`config.mk`:
```
export PLATFORM = sky130hd
export DESIGN_NAME = pipe_ctrl_unit_flat
export DESIGN_NICKNAME = d
export VERILOG_FILES = /design/src/rtl/pipe_ctrl_if.sv /design/src/rtl/pipe_ctrl_unit.sv /design/src/flat_wrapper.sv
export SDC_FILE = /design/constraint.sdc
export NUM_CORES = 1
export LEC_CHECK = 0
export CAP_MARGIN = 5
export CORE_MARGIN = 4
export CORE_UTILIZATION = 51
export DETAILED_ROUTE_END_ITERATION = 12
export PLACE_DENSITY = 0.85
export SYNTH_ARGS = -nofsm -noshare
export SYNTH_HDL_FRONTEND = slang
export SYNTH_SLANG_ARGS = --single-unit
```
`constraint.sdc`:
```
create_clock -name clk -period 5.05 [get_ports clk]
set_input_delay 1.01 -clock clk [delete_from_list [all_inputs] [get_ports clk]]
set_output_delay 1.01 -clock clk [all_outputs]
set_load 0.01 [all_outputs]
```
`src/rtl/pipe_ctrl_if.sv`:
```
`default_nettype none
// ============================================================================
// Module   : pipe_ctrl_if
// Brief    : ID-stage instruction fields in, pipeline control bundle out.
// Revision : 1.0 - initial release
// ============================================================================
interface pipe_ctrl_if #(
    parameter int OP_W    = 6,
    parameter int FUNCT_W = 6,
    parameter int ALUOP_W = 4,
    parameter int RA_W    = 5
) ();
    logic               id_valid;
    logic [OP_W-1:0]    id_op;
    logic [FUNCT_W-1:0] id_funct;
    logic [RA_W-1:0]    id_rs;
    logic [RA_W-1:0]    id_rt;
    logic [RA_W-1:0]    id_rd;
    logic               ex_zero;

    logic               pc_write;
    logic               if_id_write;
    logic               if_id_flush;
    logic               id_jump;
    logic               ex_branch_taken;
    logic [ALUOP_W-1:0] ex_alu_op;
    logic               ex_alu_src;
    logic [FUNCT_W-1:0] ex_funct;
    logic [RA_W-1:0]    ex_dst;
    logic [1:0]         fwd_a;
    logic [1:0]         fwd_b;
    logic               mem_read;
    logic               mem_write;
    logic               wb_reg_write;
    logic               wb_mem_to_reg;
    logic [RA_W-1:0]    wb_dst;
    logic               illegal_op;

    modport master (
        output id_valid, id_op, id_funct, id_rs, id_rt, id_rd, ex_zero,
        input  pc_write, if_id_write, if_id_flush, id_jump, ex_branch_taken,
               ex_alu_op, ex_alu_src, ex_funct, ex_dst, fwd_a, fwd_b,
               mem_read, mem_write, wb_reg_write, wb_mem_to_reg, wb_dst, illegal_op
    );

    modport slave (
        input  id_valid, id_op, id_funct, id_rs, id_rt, id_rd, ex_zero,
        output pc_write, if_id_write, if_id_flush, id_jump, ex_branch_taken,
               ex_alu_op, ex_alu_src, ex_funct, ex_dst, fwd_a, fwd_b,
               mem_read, mem_write, wb_reg_write, wb_mem_to_reg, wb_dst, illegal_op
    );
endinterface
`default_nettype wire

```
`src/rtl/pipe_ctrl_unit.sv`:
```
`default_nettype none
// ============================================================================
// Module   : pipe_ctrl_unit
// Brief    : 5-stage MIPS control: decode, ID/EX..MEM/WB control pipe,
//            load-use stall, jump/branch flush and EX forwarding selects.
// Revision : 1.0 - initial release
// ============================================================================
module pipe_ctrl_unit #(
    parameter int OP_W    = 6,
    parameter int FUNCT_W = 6,
    parameter int ALUOP_W = 4,
    parameter int RA_W    = 5
) (
    input  logic       clk,
    input  logic       rst,
    pipe_ctrl_if.slave bus
);
    localparam logic [OP_W-1:0] c_op_lw   = OP_W'(6'b100011);
    localparam logic [OP_W-1:0] c_op_sw   = OP_W'(6'b101011);
    localparam logic [OP_W-1:0] c_op_rtyp = OP_W'(6'b000000);
    localparam logic [OP_W-1:0] c_op_imm  = OP_W'(6'b000001);
    localparam logic [OP_W-1:0] c_op_beq  = OP_W'(6'b000100);
    localparam logic [OP_W-1:0] c_op_j    = OP_W'(6'b000010);

    // ID decode
    logic               w_wr_raw, w_reg_write, w_mem_read, w_mem_write, w_mem_to_reg;
    logic               w_alu_src, w_branch, w_jump, w_reads_rt, w_illegal, w_legal;
    logic [ALUOP_W-1:0] w_alu_op;
    logic [RA_W-1:0]    w_dst;
    logic               w_taken, w_load_use, w_stall, w_bubble;
    logic [1:0]         w_fwd_a, w_fwd_b;

    // ID/EX
    logic               r_ex_reg_write, r_ex_mem_read, r_ex_mem_write, r_ex_mem_to_reg;
    logic               r_ex_alu_src, r_ex_branch, r_ex_illegal;
    logic [ALUOP_W-1:0] r_ex_alu_op;
    logic [FUNCT_W-1:0] r_ex_funct;
    logic [RA_W-1:0]    r_ex_dst, r_ex_rs, r_ex_rt;
    // EX/MEM and MEM/WB
    logic               r_mem_reg_write, r_mem_mem_read, r_mem_mem_write, r_mem_mem_to_reg;
    logic [RA_W-1:0]    r_mem_dst;
    logic               r_wb_reg_write, r_wb_mem_to_reg;
    logic [RA_W-1:0]    r_wb_dst;

    always_comb begin
        w_alu_op     = '0;
        w_alu_src    = 1'b0;
        w_mem_read   = 1'b0;
        w_mem_write  = 1'b0;
        w_wr_raw     = 1'b0;
        w_mem_to_reg = 1'b0;
        w_branch     = 1'b0;
        w_jump       = 1'b0;
        w_reads_rt   = 1'b0;
        w_illegal    = 1'b0;
        w_legal      = 1'b0;
        w_dst        = '0;
        if (bus.id_valid) begin
            case (bus.id_op)
                c_op_lw: begin
                    w_alu_op = ALUOP_W'(4'b0000); w_alu_src = 1'b1; w_mem_read = 1'b1;
                    w_wr_raw = 1'b1; w_mem_to_reg = 1'b1; w_dst = bus.id_rt; w_legal = 1'b1;
                end
                c_op_sw: begin
                    w_alu_op = ALUOP_W'(4'b0001); w_alu_src = 1'b1; w_mem_write = 1'b1;
                    w_legal = 1'b1;
                end
                c_op_rtyp: begin
                    w_alu_op = ALUOP_W'(4'b0010); w_wr_raw = 1'b1; w_dst = bus.id_rd;
                    w_reads_rt = 1'b1; w_legal = 1'b1;
                end
                c_op_imm: begin
                    w_alu_op = ALUOP_W'(4'b0011); w_alu_src = 1'b1; w_wr_raw = 1'b1;
                    w_dst = bus.id_rt; w_legal = 1'b1;
                end
                c_op_beq: begin
                    w_alu_op = ALUOP_W'(4'b0100); w_branch = 1'b1; w_reads_rt = 1'b1;
                    w_legal = 1'b1;
                end
                c_op_j:  w_jump    = 1'b1;
                default: w_illegal = 1'b1;
            endcase
        end
    end

    // $0 is hard-wired, so a write to it is dropped here rather than downstream
    assign w_reg_write = w_wr_raw && (w_dst != '0);

    assign w_taken    = r_ex_branch & bus.ex_zero;
    assign w_load_use = r_ex_mem_read && (r_ex_dst != '0) &&
                        ((r_ex_dst == bus.id_rs) || (w_reads_rt && (r_ex_dst == bus.id_rt)));
    assign w_stall    = w_load_use & ~w_taken;
    assign w_bubble   = w_taken | w_stall;

    always_ff @(posedge clk or posedge rst) begin
        if (rst) begin
            r_ex_reg_write   <= 1'b0;
            r_ex_mem_read    <= 1'b0;
            r_ex_mem_write   <= 1'b0;
            r_ex_mem_to_reg  <= 1'b0;
            r_ex_alu_src     <= 1'b0;
            r_ex_branch      <= 1'b0;
            r_ex_illegal     <= 1'b0;
            r_ex_alu_op      <= '0;
            r_ex_funct       <= '0;
            r_ex_dst         <= '0;
            r_ex_rs          <= '0;
            r_ex_rt          <= '0;
            r_mem_reg_write  <= 1'b0;
            r_mem_mem_read   <= 1'b0;
            r_mem_mem_write  <= 1'b0;
            r_mem_mem_to_reg <= 1'b0;
            r_mem_dst        <= '0;
            r_wb_reg_write   <= 1'b0;
            r_wb_mem_to_reg  <= 1'b0;
            r_wb_dst         <= '0;
        end else begin
            r_ex_reg_write   <= w_reg_write  & ~w_bubble;
            r_ex_mem_read    <= w_mem_read   & ~w_bubble;
            r_ex_mem_write   <= w_mem_write  & ~w_bubble;
            r_ex_mem_to_reg  <= w_mem_to_reg & ~w_bubble;
            r_ex_alu_src     <= w_alu_src    & ~w_bubble;
            r_ex_branch      <= w_branch     & ~w_bubble;
            r_ex_illegal     <= w_illegal    & ~w_bubble;
            r_ex_alu_op      <= w_bubble ? '0 : w_alu_op;
            r_ex_dst         <= w_bubble ? '0 : w_dst;
            // jumps and illegal ops travel as full NOPs, operand fields included
            r_ex_funct       <= (w_legal && !w_bubble) ? bus.id_funct : '0;
            r_ex_rs          <= (w_legal && !w_bubble) ? bus.id_rs    : '0;
            r_ex_rt          <= (w_legal && !w_bubble) ? bus.id_rt    : '0;
            r_mem_reg_write  <= r_ex_reg_write;
            r_mem_mem_read   <= r_ex_mem_read;
            r_mem_mem_write  <= r_ex_mem_write;
            r_mem_mem_to_reg <= r_ex_mem_to_reg;
            r_mem_dst        <= r_ex_dst;
            r_wb_reg_write   <= r_mem_reg_write;
            r_wb_mem_to_reg  <= r_mem_mem_to_reg;
            r_wb_dst         <= r_mem_dst;
        end
    end

    always_comb begin
        w_fwd_a = 2'b00;
        w_fwd_b = 2'b00;
        if (r_mem_reg_write && (r_mem_dst != '0) && (r_mem_dst == r_ex_rs))
            w_fwd_a = 2'b10;
        else if (r_wb_reg_write && (r_wb_dst != '0) && (r_wb_dst == r_ex_rs))
            w_fwd_a = 2'b01;
        if (r_mem_reg_write && (r_mem_dst != '0) && (r_mem_dst == r_ex_rt))
            w_fwd_b = 2'b10;
        else if (r_wb_reg_write && (r_wb_dst != '0) && (r_wb_dst == r_ex_rt))
            w_fwd_b = 2'b01;
    end

    assign bus.pc_write        = ~w_stall;
    assign bus.if_id_write     = ~w_stall;
    assign bus.id_jump         = w_jump & ~w_bubble & ~rst;
    assign bus.if_id_flush     = w_taken | (w_jump & ~w_bubble & ~rst);
    assign bus.ex_branch_taken = w_taken;
    assign bus.ex_alu_op       = r_ex_alu_op;
    assign bus.ex_alu_src      = r_ex_alu_src;
    assign bus.ex_funct        = r_ex_funct;
    assign bus.ex_dst          = r_ex_dst;
    assign bus.fwd_a           = w_fwd_a;
    assign bus.fwd_b           = w_fwd_b;
    assign bus.mem_read        = r_mem_mem_read;
    assign bus.mem_write       = r_mem_mem_write;
    assign bus.wb_reg_write    = r_wb_reg_write;
    assign bus.wb_mem_to_reg   = r_wb_mem_to_reg;
    assign bus.wb_dst          = r_wb_dst;
    assign bus.illegal_op      = r_ex_illegal;
endmodule
`default_nettype wire

```
`src/flat_wrapper.sv`:
```
// flat-port wrapper written by rule: the top's interface ports become plain ports
module pipe_ctrl_unit_flat 
#(
    parameter int OP_W    = 6,
    parameter int FUNCT_W = 6,
    parameter int ALUOP_W = 4,
    parameter int RA_W    = 5
)
  (clk, rst, bus_id_valid, bus_id_op, bus_id_funct, bus_id_rs, bus_id_rt, bus_id_rd, bus_ex_zero, bus_pc_write, bus_if_id_write, bus_if_id_flush, bus_id_jump, bus_ex_branch_taken, bus_ex_alu_op, bus_ex_alu_src, bus_ex_funct, bus_ex_dst, bus_fwd_a, bus_fwd_b, bus_mem_read, bus_mem_write, bus_wb_reg_write, bus_wb_mem_to_reg, bus_wb_dst, bus_illegal_op);
  pipe_ctrl_if #(.OP_W(OP_W), .FUNCT_W(FUNCT_W), .ALUOP_W(ALUOP_W), .RA_W(RA_W)) bus_i ();
  input  logic clk;
  input  logic rst;
  input wire logic [$bits(bus_i.id_valid)-1:0] bus_id_valid;
  input wire logic [$bits(bus_i.id_op)-1:0] bus_id_op;
  input wire logic [$bits(bus_i.id_funct)-1:0] bus_id_funct;
  input wire logic [$bits(bus_i.id_rs)-1:0] bus_id_rs;
  input wire logic [$bits(bus_i.id_rt)-1:0] bus_id_rt;
  input wire logic [$bits(bus_i.id_rd)-1:0] bus_id_rd;
  input wire logic [$bits(bus_i.ex_zero)-1:0] bus_ex_zero;
  output wire logic [$bits(bus_i.pc_write)-1:0] bus_pc_write;
  output wire logic [$bits(bus_i.if_id_write)-1:0] bus_if_id_write;
  output wire logic [$bits(bus_i.if_id_flush)-1:0] bus_if_id_flush;
  output wire logic [$bits(bus_i.id_jump)-1:0] bus_id_jump;
  output wire logic [$bits(bus_i.ex_branch_taken)-1:0] bus_ex_branch_taken;
  output wire logic [$bits(bus_i.ex_alu_op)-1:0] bus_ex_alu_op;
  output wire logic [$bits(bus_i.ex_alu_src)-1:0] bus_ex_alu_src;
  output wire logic [$bits(bus_i.ex_funct)-1:0] bus_ex_funct;
  output wire logic [$bits(bus_i.ex_dst)-1:0] bus_ex_dst;
  output wire logic [$bits(bus_i.fwd_a)-1:0] bus_fwd_a;
  output wire logic [$bits(bus_i.fwd_b)-1:0] bus_fwd_b;
  output wire logic [$bits(bus_i.mem_read)-1:0] bus_mem_read;
  output wire logic [$bits(bus_i.mem_write)-1:0] bus_mem_write;
  output wire logic [$bits(bus_i.wb_reg_write)-1:0] bus_wb_reg_write;
  output wire logic [$bits(bus_i.wb_mem_to_reg)-1:0] bus_wb_mem_to_reg;
  output wire logic [$bits(bus_i.wb_dst)-1:0] bus_wb_dst;
  output wire logic [$bits(bus_i.illegal_op)-1:0] bus_illegal_op;
  assign bus_i.id_valid = bus_id_valid;
  assign bus_i.id_op = bus_id_op;
  assign bus_i.id_funct = bus_id_funct;
  assign bus_i.id_rs = bus_id_rs;
  assign bus_i.id_rt = bus_id_rt;
  assign bus_i.id_rd = bus_id_rd;
  assign bus_i.ex_zero = bus_ex_zero;
  assign bus_pc_write = bus_i.pc_write;
  assign bus_if_id_write = bus_i.if_id_write;
  assign bus_if_id_flush = bus_i.if_id_flush;
  assign bus_id_jump = bus_i.id_jump;
  assign bus_ex_branch_taken = bus_i.ex_branch_taken;
  assign bus_ex_alu_op = bus_i.ex_alu_op;
  assign bus_ex_alu_src = bus_i.ex_alu_src;
  assign bus_ex_funct = bus_i.ex_funct;
  assign bus_ex_dst = bus_i.ex_dst;
  assign bus_fwd_a = bus_i.fwd_a;
  assign bus_fwd_b = bus_i.fwd_b;
  assign bus_mem_read = bus_i.mem_read;
  assign bus_mem_write = bus_i.mem_write;
  assign bus_wb_reg_write = bus_i.wb_reg_write;
  assign bus_wb_mem_to_reg = bus_i.wb_mem_to_reg;
  assign bus_wb_dst = bus_i.wb_dst;
  assign bus_illegal_op = bus_i.illegal_op;
  pipe_ctrl_unit #(.OP_W(OP_W), .FUNCT_W(FUNCT_W), .ALUOP_W(ALUOP_W), .RA_W(RA_W)) u_core (.clk(clk), .rst(rst), .bus(bus_i));
endmodule
```
# Word-level counts from Yosys, hierarchy flattened
# Cells that the tools add are included.
# Widths: inputs -> output; s select.
[totals] register_bits=46 out_inout_bits=35 word_cells=100
[op_classes] eq_ne=11 mux=31 bitwise=16 reduce_logical=24
[ops] cell="$eq 5x5->1" n=6
[ops] cell="$mux 1" n=20
[ops] cell="$mux 5" n=4
[ops] cell="$reduce_bool 5->1" n=4
[ops] cell="$eq 6x6->1 const B" n=2
[ops] cell="$pmux 3 s4" n=1
[ops] cell="$logic_and 1x1->1" n=11
[ops] cell="$and 1x1->1" n=10
[ops] cell="$pmux 5 s2" n=1
[ops] cell="$mux 4" n=2
[ops] cell="$eq 6x1->1 const B" n=1
[ops] cell="$eq 6x2->1 const B" n=1
[ops] cell="$eq 6x3->1 const B" n=1
[ops] cell="$logic_not 6->1" n=1
[ops] cell="$mux 6" n=1
[ops] cell="$reduce_or 3->1" n=2
[ops] cell="$reduce_or 6->1" n=1
[ops] cell="$reduce_or 5->1" n=1
[ops] cell="$mux 2" n=2
[ops] cell="$not 1->1" n=4
[ops] cell="$reduce_or 2->1" n=2
[ops] cell="$or 1x1->1" n=2
[ops] cell="$logic_not 1->1" n=1
[ops] cell="$logic_or 1x1->1" n=1

# Longest topological paths before layout
# Gate-level depths: netlist (run 1).
[logic_depth] depth_word=13 ltp_mapped=7 ltp_nobuf=5

# Worst setup path after synthesis (run 1)
# OpenSTA, ideal clock, no wires.
[synth_timing] path_type="input-to-output" startpoint="in bus_id_rt[4]" endpoint="out bus_pc_write" arrival_ns=2.292 required_ns=4.040 path_slack_ns=1.748 stages=7 n_path_buf=2 cell_sequence="xor2_1 > nor4b_1 > nand4_1 > a21oi_2 > buf_4 > nand2_1 > buf_4"
[synth_between] elab_chain_cells=6
[synth_rtl] item="start: declaration" line="flat_wrapper.sv:17" source="input wire logic [$bits(bus_i.id_rt)-1:0] bus_id_rt;"
[synth_rtl] item="$eq 5x5->1" line="pipe_ctrl_unit.sv:91" source="((r_ex_dst == bus.id_rs) || (w_reads_rt && (r_ex_dst == bus.id_rt)));"
[synth_rtl] item="$logic_and 1x1->1" line="pipe_ctrl_unit.sv:91"
[synth_rtl] item="$logic_or 1x1->1" line="pipe_ctrl_unit.sv:91"
[synth_rtl] item="$logic_and 1x1->1" line="pipe_ctrl_unit.sv:90" source="assign w_load_use = r_ex_mem_read && (r_ex_dst != '0) &&"
[synth_rtl] item="$and 1x1->1" line="pipe_ctrl_unit.sv:92" source="assign w_stall = w_load_use & ~w_taken;"
[synth_rtl] item="$not 1->1"
[synth_rtl] item="end: declaration" line="flat_wrapper.sv:20" source="output wire logic [$bits(bus_i.pc_write)-1:0] bus_pc_write;"
# Every way passes these cells.

# Worst setup path in the final report (run 1)
[layout_timing] startpoint="in bus_id_op[0]" endpoint="out bus_pc_write"
[layout_between] elab_chain_cells=9 word_cells_on_any_way=10 cone_classes="1 x eq/ne; 2 x mux; 2 x bitwise; 5 x reduce/logical"
[layout_rtl] item="start: declaration" line="flat_wrapper.sv:14" source="input wire logic [$bits(bus_i.id_op)-1:0] bus_id_op;"
[layout_rtl] item="$eq 6x3->1 / $logic_not 6->1 (equally long branches)" line="pipe_ctrl_unit.sv:59" source="case (bus.id_op)"
[layout_rtl] item="$reduce_or 2->1 (no source line) (*)"
[layout_rtl] item="$mux 1 (*)" line="pipe_ctrl_unit.sv:59"
[layout_rtl] item="$mux 1 (*)" line="pipe_ctrl_unit.sv:58" source="if (bus.id_valid) begin"
[layout_rtl] item="$logic_and 1x1->1 (*)" line="pipe_ctrl_unit.sv:91"
[layout_rtl] item="$logic_or 1x1->1 (*)" line="pipe_ctrl_unit.sv:91"
[layout_rtl] item="$logic_and 1x1->1 (*)" line="pipe_ctrl_unit.sv:90"
[layout_rtl] item="$and 1x1->1 (*)" line="pipe_ctrl_unit.sv:92"
[layout_rtl] item="$not 1->1 (*)" line="pipe_ctrl_unit.sv:155" source="assign bus.pc_write = ~w_stall;"
# Every way passes the cells marked *; elsewhere a longest branch is shown, timed or not.

==> summary.txt, run 1 <==
Status
  – Status: finished clean

Synth
  – Post-synth top area cell: dfrtp_1
  – Register area share after synthesis: 49.8%
  – Netlist cell types: 34
  – Synth Area in Compound Gates: 5.53%
  – Synth Area in Simple Gates: 25.9%
  – Main area contributors after synthesis: dfrtp_1 50%, nor4_2 8.9%, xor2_1 8.1%, nand2_1 4.0%, xnor2_1 3.5%
  – Synth Warn #: 0
  – Register bit total from synthesis: 45
  – Post-synth top area share: 49.8%
  – Share of synthesized flip-flops with an asynchronous set or reset: 100%
  – Syn avg cell area: 11.2 um2
  – Area of the mapped netlist: about 2300 um2
  – XOR/XNOR Fraction of Synth Area: 11.6%
  – Combinational family with the most area after synthesis: simple AND/OR/NAND/NOR gates
  – Post-synth EDFFs: 0
  – Mux contribution to synthesized area: 2.49%
  – Synth Area in Adders: 0.443%
  – Post-synthesis cell count: about 200
  – Synthesized net count: 233
  – Top FF cell, synth: dfrtp_1

Die
  – Core area: ~4100 um2
  – DIE AREA: 5560 um2
  – Initial Util: 54.6%
  – Die Wd: 74.6 um
  – Std-Cell Rows: 23
  – Die Ht: 74.6 um
  – I/O pin cnt: 66

Critical path
  – Crit path kind: in -> out
  – Element type at the critical path start: primary input
  – Critical Path End Type: output port
  – Worst-case reg-to-reg path depth: 6
  – Crit path max fanout: 14
  – Arrival time worst endpoint: approximately 3200 ps
  – Critical Path RT: 4040 ps

Placed design
  – Detailed placer's ending HPWL: ~3.9 mm
  – Port Buffers: 64
  – Routability cong.: 0.924

Clocking
  – TritonCTS clock tree: built
  – Clock buffer depth: 2
  – Register clock-pin slew on the reported worst setup and hold paths: ~70 ps
  – H-tree Lvls: 2
  – Num CTS Buffers: 5
  – Setup Buffers After CTS: 0
  – Post-CTS Resized: 0
  – Post-CTS Hold Fix Bufs: 0
  – Worst-skew pair later-pin latency: 290 ps
  – # clock sinks: 45
  – CTS root buf: clkbuf_8

Drt
  – Antenna Nets Post-Route: 0
  – Routed vias: about 1,800
  – Vias per inst: 5.56
  – Wire length per cell: around 16 um
  – Residual DRC: 0
  – 1st-iter DRT viols: 132
  – DRT Pass-1 Iters: 4
  – Total wire length: 5.10 mm

Global routing
  – Largest net degree at the start of global routing: 46
  – GRT Residual Overflow: 0
  – Vias in the first global route: 1,755
  – GRT Util Overall: 19.8%
  – Initial antenna violation count: 0
  – First-pass GRT wire length: 8.39 mm

Finish
  – ANT cells: 0
  – Nets: 295
  – Final Util: around 73%
  – Filler instances: 315
  – Layout cells sized above 1: approximately 15%
  – Max reg flops: 6
  – P&R area growth vs syn: 34.5%

Timing
  – F_max: 0.237 GHz
  – Clock Skews: ~6.4 ps
  – Least-Margin Pin Slew: 553 ps
  – Setup TNS: 0 ps
  – Final worst path period share: 83.6%
  – Final Slew Violations: 0
  – RSZ-0062 raised after global routing: no
  – Final Setup Violations: 0
  – Final min period: 4220 ps
  – Final Hold Fails: 0
  – Slew margin rel.: a little over three fifths

Power
  – Pwr/cell area: between 200 and 250 nW/um2
  – Worst VDD drop: about 130 uV
  – Leak: ~1.3 nW

Worst hold path
  – Worst Hold Class: reg -> reg
  – WHS Path Cells: 0

Job
  – Maxcap violations: 0
## stage by stage
stage	worst slack, ps	area [um2]	hold WS [ps]	power, mW	instances
floorplan	1750	2260	331	0.415	202
global placement	889	2930	335	0.455	307
detailed placement	832	2930	335	0.456	307
CTS	827	3040	352	0.727	315
global route	637	3040	355	0.753	315
finish	828	3040	350	0.722	315
## routing by layer
| metal | wire length (um) | global-route usage [%] |
|---|---|---|
| met2 | 2690 | 35.3 |
| met5 | 0 | 0 |
| met3 | 280 | 4.19 |
| met1 | 2110 | 24.5 |
| met4 | 24 | 4.94 |
## critical path, stage by stage
cell and delay [ps]:
clkdlybuf4s50_1 650, nor4_1 460, nand4_1 240, a21oi_4 270, nand2_1 100, clkdlybuf4s50_1 490
## synth_stat cells (2+ instances only)
library cell	n
buf_2	4
xor2_1	21
o21ai_0	3
or4b_2	3
nor2_1	5
nand3_1	5
inv_1	2
mux2_2	5
and3_1	2
a22oi_1	5
buf_6	2
clkbuf_1	5
xnor2_1	9
buf_4	3
or4_1	7
dfrtp_1	45
nor4_2	16
nor3_1	14
nand2_1	24
nor4_1	8
## layout make-up
cell class	instances	area, um2	area share, %
multi-input combinational	141	1050	34.6
clock inverter	1	30.0	0.987
clock buffer	7	86.3	2.84
sequential	45	1130	37.0
tap	50	62.6	2.06
inverter	2	7.51	0.247
timing repair buffer	69	678	22.3
## cell usage in the layout (no fill, tap or decap), drive strengths merged, types with 2 or more instances in the layout
master	netlist	final
a21oi	2	2
a22oi	5	5
and3	2	2
buf	9	5
clkbuf	5	7
clkdlybuf4s50	0	64
dfrtp	45	45
mux2	5	5
nand2	24	24
nand3	5	5
nor2	5	5
nor3	14	14
nor4	25	25
o21ai	4	4
or4	7	7
or4b	3	3
xnor2	9	9
xor2	21	21
## worst paths after layout
check / start / to / slack, ps
setup / recovery: bus_id_op[0] / bus_pc_write / 830
hold / removal: u_core.r_ex_reg_write / u_core.r_mem_reg_write / 350
setup reg to reg: u_core.bus.ex_dst[4] / u_core.r_ex_rt[4] / 2980
hold reg to reg: u_core.r_ex_reg_write / u_core.r_mem_reg_write / 350
max in group asynchronous: rst / u_core.bus.wb_mem_to_reg / 3490
min in group asynchronous: rst / u_core.bus.ex_dst[4] / 1180
## report_power, final
| group | switching (mW) | total [mW] | internal [mW] |
|---|---|---|---|
| Clock | 0.112 | 0.273 | 0.161 |
| Sequential | 0.00219 | 0.366 | 0.363 |
| Combinational | 0.0435 | 0.0839 | 0.0404 |
## cells by family after synthesis
family                   count (synthesis)
AND/OR/NAND/NOR                         87
flip-flops                              45
XOR/XNOR                                30
AO/OA/AOI/OAI                           17
buffers and inverters                   16
multiplexers                             5
adder cells (fa/ha/maj)                  1
other                                    1
No activity file was read; power rests on OpenSTA's default activity.
==> run 2, diff against run 1 <==
--- a/config.mk
+++ b/config.mk
@@ -7,9 +7,9 @@
 export LEC_CHECK = 0
 export CAP_MARGIN = 5
 export CORE_MARGIN = 4
-export CORE_UTILIZATION = 51
+export CORE_UTILIZATION = 47
 export DETAILED_ROUTE_END_ITERATION = 12
-export PLACE_DENSITY = 0.85
+export PLACE_DENSITY = 0.79
 export SYNTH_ARGS = -nofsm -noshare
 export SYNTH_HDL_FRONTEND = slang
 export SYNTH_SLANG_ARGS = --single-unit
==> constraint.sdc (replaced) <==
create_clock -name clk -period 4.3 [get_ports clk]
set_input_delay 0.86 -clock clk [delete_from_list [all_inputs] [get_ports clk]]
set_output_delay 0.86 -clock clk [all_outputs]
set_load 0.01 [all_outputs]
==> summary.txt, run 2 (synthesis results as in run 1) <==
Status
  – Status: finished clean

Clocking
  – Setup Buffers After CTS: 0 (unchanged)
  – TritonCTS clock tree: built
  – Post-CTS Resized: 0 (unchanged)
  – # clock sinks: 45 (unchanged)
  – Clock buffer depth: 2 (unchanged)
  – Post-CTS Hold Fix Bufs: 0 (unchanged)
  – Worst-skew pair later-pin latency: 290 ps (about the same)
  – CTS root buf: clkbuf_8
  – Num CTS Buffers: 5 (unchanged)
  – Register clock-pin slew on the reported worst setup and hold paths: 80 ps (about the same)
  – H-tree Lvls: 2 (unchanged)

Critical path
  – Crit path max fanout: 11 (-3)
  – Critical path capture point: bus_if_id_flush
  – Element type at the critical path start: primary input
  – Crit path kind: in -> out
  – Reg-to-reg startpoint: u_core.bus.ex_dst[4]
  – Critical Path RT: 3440 ps (-600 ps)
  – Critical Path End Type: output port
  – Crit path from: bus_id_op[5]
  – Arrival time worst endpoint: 3050 ps (-160 ps)
  – Worst-case reg-to-reg path depth: 6 (unchanged)
  – FF-to-FF End: u_core.r_ex_reg_write
  – Worst reg2reg setup slack: 2130 ps (-850 ps)

Drt
  – 1st-iter DRT viols: 114 (-14%)
  – Met1 WL: 2.27 mm (+7.8%)
  – DR top layer: met4
  – Total wire length: 5.14 mm (+0.69%)
  – Antenna Nets Post-Route: 0 (unchanged)
  – Routed vias: 1,769 (+1.1%)
  – Residual DRC: 0 (unchanged)
  – Vias per inst: 5.58 (+0.45%)
  – Met3 WL: 247 um (-12%)
  – Wire length per cell: 16.2 um (about the same)
  – DRT Pass-1 Iters: 4 (unchanged)
  – WL met2: 2.51 mm (-6.9%)

Finish
  – Final Util: 67.5% (-5.9 points)
  – Layout cells sized above 1: 14.7% (unchanged)
  – Commonest non-fill, non-tap cells in the layout: 64 x clkdlybuf4s50_1, 45 x dfrtp_1, 24 x nand2_1, 21 x xor2_1, 16 x nor4_2
  – Max reg flops: 6 (unchanged)
  – Commonest non-fill, non-tap cell in the layout: clkdlybuf4s50_1
  – Filler instances: 348 (+10%)
  – ANT cells: 0 (unchanged)
  – Post-route cell area: 3040 um2 (about the same)
  – P&R area growth vs syn: 34.4% (about the same)
  – Nets: 295 (unchanged)

Timing
  – Final Hold Fails: 0 (unchanged)
  – Clock Skews: 6.27 ps (-0.150 ps)
  – Hold_ws: 358 ps (+8.14 ps)
  – Final Slew Violations: 0 (unchanged)
  – Final worst path period share: approximately nine tenths
  – F_max: 0.256 GHz
  – Final min period: 3910 ps
  – Final Setup Violations: 0 (unchanged)
  – Slew margin rel.: 62.6% (-0.56 points)
  – RSZ-0062 raised after global routing: no
  – Setup TNS: 0 ps (unchanged)
  – Least-Margin Pin Slew: 561 ps (+8.37 ps)

Placed design
  – Detailed placer's ending HPWL: 3.87 mm (-1.5%)
  – Port Buffers: 64 (unchanged)
  – Placed Area: 2930 um2 (about the same)
  – Routability cong.: 0.880 (-4.8%)

Die
  – Initial Util: 50.2% (-4.4 points)
  – Std-Cell Rows: 24 (+4.3%)
  – Die Ht: 77.4 um (+3.7%)
  – I/O pin cnt: 66 (unchanged)
  – Core area: 4500 um2 (+8.7%)
  – DIE AREA: 5980 um2 (+7.6%)
  – Die Wd: 77.4 um (+3.7%)

Worst hold path
  – Worst Hold Class: reg -> reg

Global routing
  – First-pass GRT wire length: 8.68 mm (+3.5%)
  – Vias in the first global route: 1,827 (+4.1%)
  – Largest net degree at the start of global routing: 46 (unchanged)
  – GRT Util Overall: 18.3% (-1.5 points)
  – GRT Residual Overflow: 0 (unchanged)
  – Initial antenna violation count: 0 (unchanged)

Power
  – Worst VDD drop: 168 uV (+27%)
  – Leak: 1.32 nW (-0.28%)
  – Total power: 841 uW (+16%)
  – Pwr/cell area: 277 nW/um2 (+16%)

Job
  – Maxcap violations: 0 (unchanged)
## run 2: critical path: stages
cell	delay, ps
clkdlybuf4s50_1	580
nor4_1	470
nand4_1	220
a21oi_4	310
o31ai_2	110
clkdlybuf4s50_1	490
## run 2: power breakdown
| group | switching [mW] | internal (mW) | leakage [nW] | total [mW] |
|---|---|---|---|---|
| Combinational | 0.0517 | 0.0480 | 0.644 | 0.0997 |
| Sequential | 0.00261 | 0.427 | 0.625 | 0.429 |
| Clock | 0.137 | 0.174 | 0.0554 | 0.312 |
## run 2: how the worst min path moves through the flow
stage                     cells past startpoint             startpoint                     end
after floorplan                               0  u_core.r_ex_mem_write    u_core.bus.mem_write
after global placement                        0  u_core.r_ex_mem_write    u_core.bus.mem_write
after detailed placement                      0  u_core.r_ex_reg_write  u_core.r_mem_reg_write
after CTS                                     0  u_core.r_ex_mem_write    u_core.bus.mem_write
after global routing                          0  u_core.r_ex_reg_write  u_core.r_mem_reg_write
final                                         0  u_core.r_ex_reg_write  u_core.r_mem_reg_write
## run 2: layout make-up
cell class	count	area (um2)	area share, %
sequential	45	1130	37.1
clock buffer	6	72.6	2.39
clock inverter	2	38.8	1.28
inverter	2	7.51	0.247
tap	52	65.1	2.14
timing repair buffer	69	678	22.3
multi-input combinational	141	1050	34.6
## run 2: through the flow
| step | instances | worst slack (ps) |
|---|---|---|
| floorplan | 202 | 1300 |
| global placement | 309 | 466 |
| detailed placement | 309 | 398 |
| CTS | 317 | 403 |
| global route | 317 | 250 |
| finish | 317 | 394 |
## run 2: routing by layer
layer | vias up | global-route usage, %
li1 | 846 | -
met1 | 853 | 22.9
met2 | 59 | 30.9
met3 | 11 | 3.94
met4 | 0 | 7.65
met5 | - | 0
==> run 3, diff against run 2 <==
--- a/config.mk
+++ b/config.mk
@@ -8,7 +8,9 @@
 export CAP_MARGIN = 5
 export CORE_MARGIN = 4
 export CORE_UTILIZATION = 47
+export CTS_CLUSTER_SIZE = 28
 export DETAILED_ROUTE_END_ITERATION = 12
+export GPL_ROUTABILITY_DRIVEN = 0
 export PLACE_DENSITY = 0.79
 export SYNTH_ARGS = -nofsm -noshare
 export SYNTH_HDL_FRONTEND = slang
==> summary.txt, run 3 (synthesis results as in run 1) <==
Clocking
  – Post-CTS Hold Fix Bufs: 0 (unchanged)
  – Clock buffer depth: 2 (unchanged)
  – CTS root buf: clkbuf_8
  – Post-CTS Resized: 0 (unchanged)
  – # clock sinks: 45 (unchanged)
  – Setup Buffers After CTS: 0 (unchanged)
  – Worst-skew pair later-pin latency: 300 ps (about the same)
  – Num CTS Buffers: 5 (unchanged)
  – H-tree Lvls: 2 (unchanged)
  – Register clock-pin slew on the reported worst setup and hold paths: 70 ps (about the same)
  – TritonCTS clock tree: built

Status
  – Status: finished clean

Power
  – Switching power: 194 uW (+1.2%)
  – Seq pwr share: 50.9% (-0.2 points)
  – Pwr/cell area: 276 nW/um2 (-0.13%)
  – Pint: 650 uW (+0.12%)
  – Worst VDD drop: 143 uV (-15%)
  – Leak: 1.33 nW (+0.77%)
  – Gate power share: 11.9% (about the same)
  – Clock power frac: 37.3% (+0.2 points)
  – Switching Fraction: 23.0% (+0.19 points)

Global routing
  – First-pass GRT wire length: 8.56 mm (-1.4%)
  – Largest net degree at the start of global routing: 46 (unchanged)
  – Initial antenna violation count: 0 (unchanged)
  – GRT Residual Overflow: 0 (unchanged)
  – GRT Util Overall: 17.8% (-0.57 points)
  – Vias in the first global route: 1,832 (+0.27%)

Finish
  – Commonest non-fill, non-tap cell in the layout: clkdlybuf4s50_1
  – Layout cells sized above 1: 15.4% (+0.64 points)
  – Post-Layout Cell Count: 319 (+0.63%)
  – Commonest non-fill, non-tap cells in the layout: 64 x clkdlybuf4s50_1, 45 x dfrtp_1, 24 x nand2_1, 21 x xor2_1, 16 x nor4_2
  – P&R area growth vs syn: 35.1%
  – Max reg flops: 6 (unchanged)
  – ANT cells: 0 (unchanged)
  – Nets: 297 (+0.68%)

Job
  – Maxcap violations: 0 (unchanged)

Drt
  – Routed vias: 1,784 (+0.85%)
  – Vias per inst: 5.59 (+0.22%)
  – Residual DRC: 0 (unchanged)
  – Total wire length: 5.09 mm (-0.99%)
  – Wire length per cell: 15.9 um (-1.6%)
  – Antenna Nets Post-Route: 0 (unchanged)
  – 1st-iter DRT viols: 93 (-18%)
  – DRT Pass-1 Iters: 4 (unchanged)

Critical path
  – Reg-to-reg startpoint: u_core.bus.ex_dst[4]
  – Arrival time worst endpoint: 3030 ps (-20 ps)
  – Element type at the critical path start: primary input
  – Crit path max fanout: 11 (unchanged)
  – Worst-case reg-to-reg path depth: 6 (unchanged)
  – Crit path kind: in -> out
  – Worst reg2reg setup slack: 2250 ps (+120 ps)
  – FF-to-FF End: u_core.r_ex_reg_write
  – Critical Path End Type: output port
  – Critical Path RT: 3440 ps (about the same)

Placed design
  – Detailed placer's ending HPWL: 3.90 mm (+0.77%)
  – Port Buffers: 64 (unchanged)
  – Worst slack at placement: 413 ps (+15.0 ps)
  – Cells after DPL: 311 (+0.65%)

Timing
  – Hold_ws: 350 ps (-8.48 ps)
  – Final worst slack: 408 ps (+14.6 ps)
  – Final Setup Violations: 0 (unchanged)
  – Final min period: 3890 ps (-14.6 ps)
  – Slew margin rel.: 62.7% (+0.10 points)
  – Setup TNS: 0 ps (unchanged)
  – RSZ-0062 raised after global routing: no
  – Final worst path period share: 90.5% (-0.34 points)
  – Clock Skews: 12.1 ps (+5.79 ps)
  – Final Hold Fails: 0 (unchanged)
  – Least-Margin Pin Slew: 560 ps (-1.51 ps)
  – F_max: 0.257 GHz (+0.38%)
  – Final Slew Violations: 0 (unchanged)

Die
  – Die Ht: 77.4 um (unchanged)
  – DIE AREA: 5980 um2 (unchanged)
  – Std-Cell Rows: 24 (unchanged)
  – Initial Util: 50.2% (unchanged)
  – Die Wd: 77.4 um (unchanged)
  – I/O pin cnt: 66 (unchanged)
  – Core area: 4500 um2 (unchanged)

Worst hold path
  – Worst Hold Class: reg -> reg
  – WHS Path Cells: 0 (unchanged)
  – Hold Startpoint: u_core.r_ex_mem_write
  – WHS Endpoint: u_core.bus.mem_write
run 3: cell count changes in the layout (fill, tap and decap cells not counted):
cell | previous run | this run
buf_4 | 5 | 7
run 3: per-stage QoR:
stage | total power [mW] | cell area [um2] | utilization, %
after CTS | 0.850 | 3050 | 67.8
final | 0.844 | 3050 | 67.8
after global placement | 0.537 | 2940 | 65.3
after global routing | 0.880 | 3050 | 67.8
after floorplan | 0.487 | 2260 | -
after detailed placement | 0.538 | 2940 | 65.3
run 3: worst max-delay path, cell delays in order:
cell and delay [ps]:
clkdlybuf4s50_1 580, nor4_1 450, nand4_1 230, a21oi_4 320, nor3_1 110, clkdlybuf4s50_1 490
run 3: cell type report:
cell class                 count  area (um2)
tap                           52        65.1
multi-input combinational    141        1050
timing repair buffer          71         693
inverter                       2        7.51
sequential                    45        1130
clock inverter                 2        38.8
fill                         371        1450
clock buffer                   6        72.6
run 3: per-layer routing:
layer | track usage, % | vias to the layer above | wire length (um)
met5 | 0 | - | 0
met4 | 8.01 | 0 | 135
met3 | 3.24 | 11 | 251
met2 | 31.1 | 67 | 2530
met1 | 21.3 | 851 | 2170
li1 | - | 855 | -
run 3: worst max path at each step:
stage,from,to,slack [ps]
floorplan,bus_id_rt[4],bus_pc_write,1300
global placement,bus_id_op[5],bus_if_id_flush,480
detailed placement,bus_id_op[5],bus_if_id_flush,410
CTS,bus_id_op[5],bus_id_jump,400
global route,bus_id_op[5],bus_id_jump,220
finish,bus_id_op[5],bus_id_jump,410
run 3: power by group through the flow:
stage / Clock [mW] / Sequential [mW] / Combinational [mW]
final: 0.314 / 0.429 / 0.100
after floorplan: 0 / 0.438 / 0.0489
after detailed placement: 0 / 0.438 / 0.100
after CTS: 0.320 / 0.429 / 0.101
after global routing: 0.341 / 0.430 / 0.109
after global placement: 0 / 0.438 / 0.0996
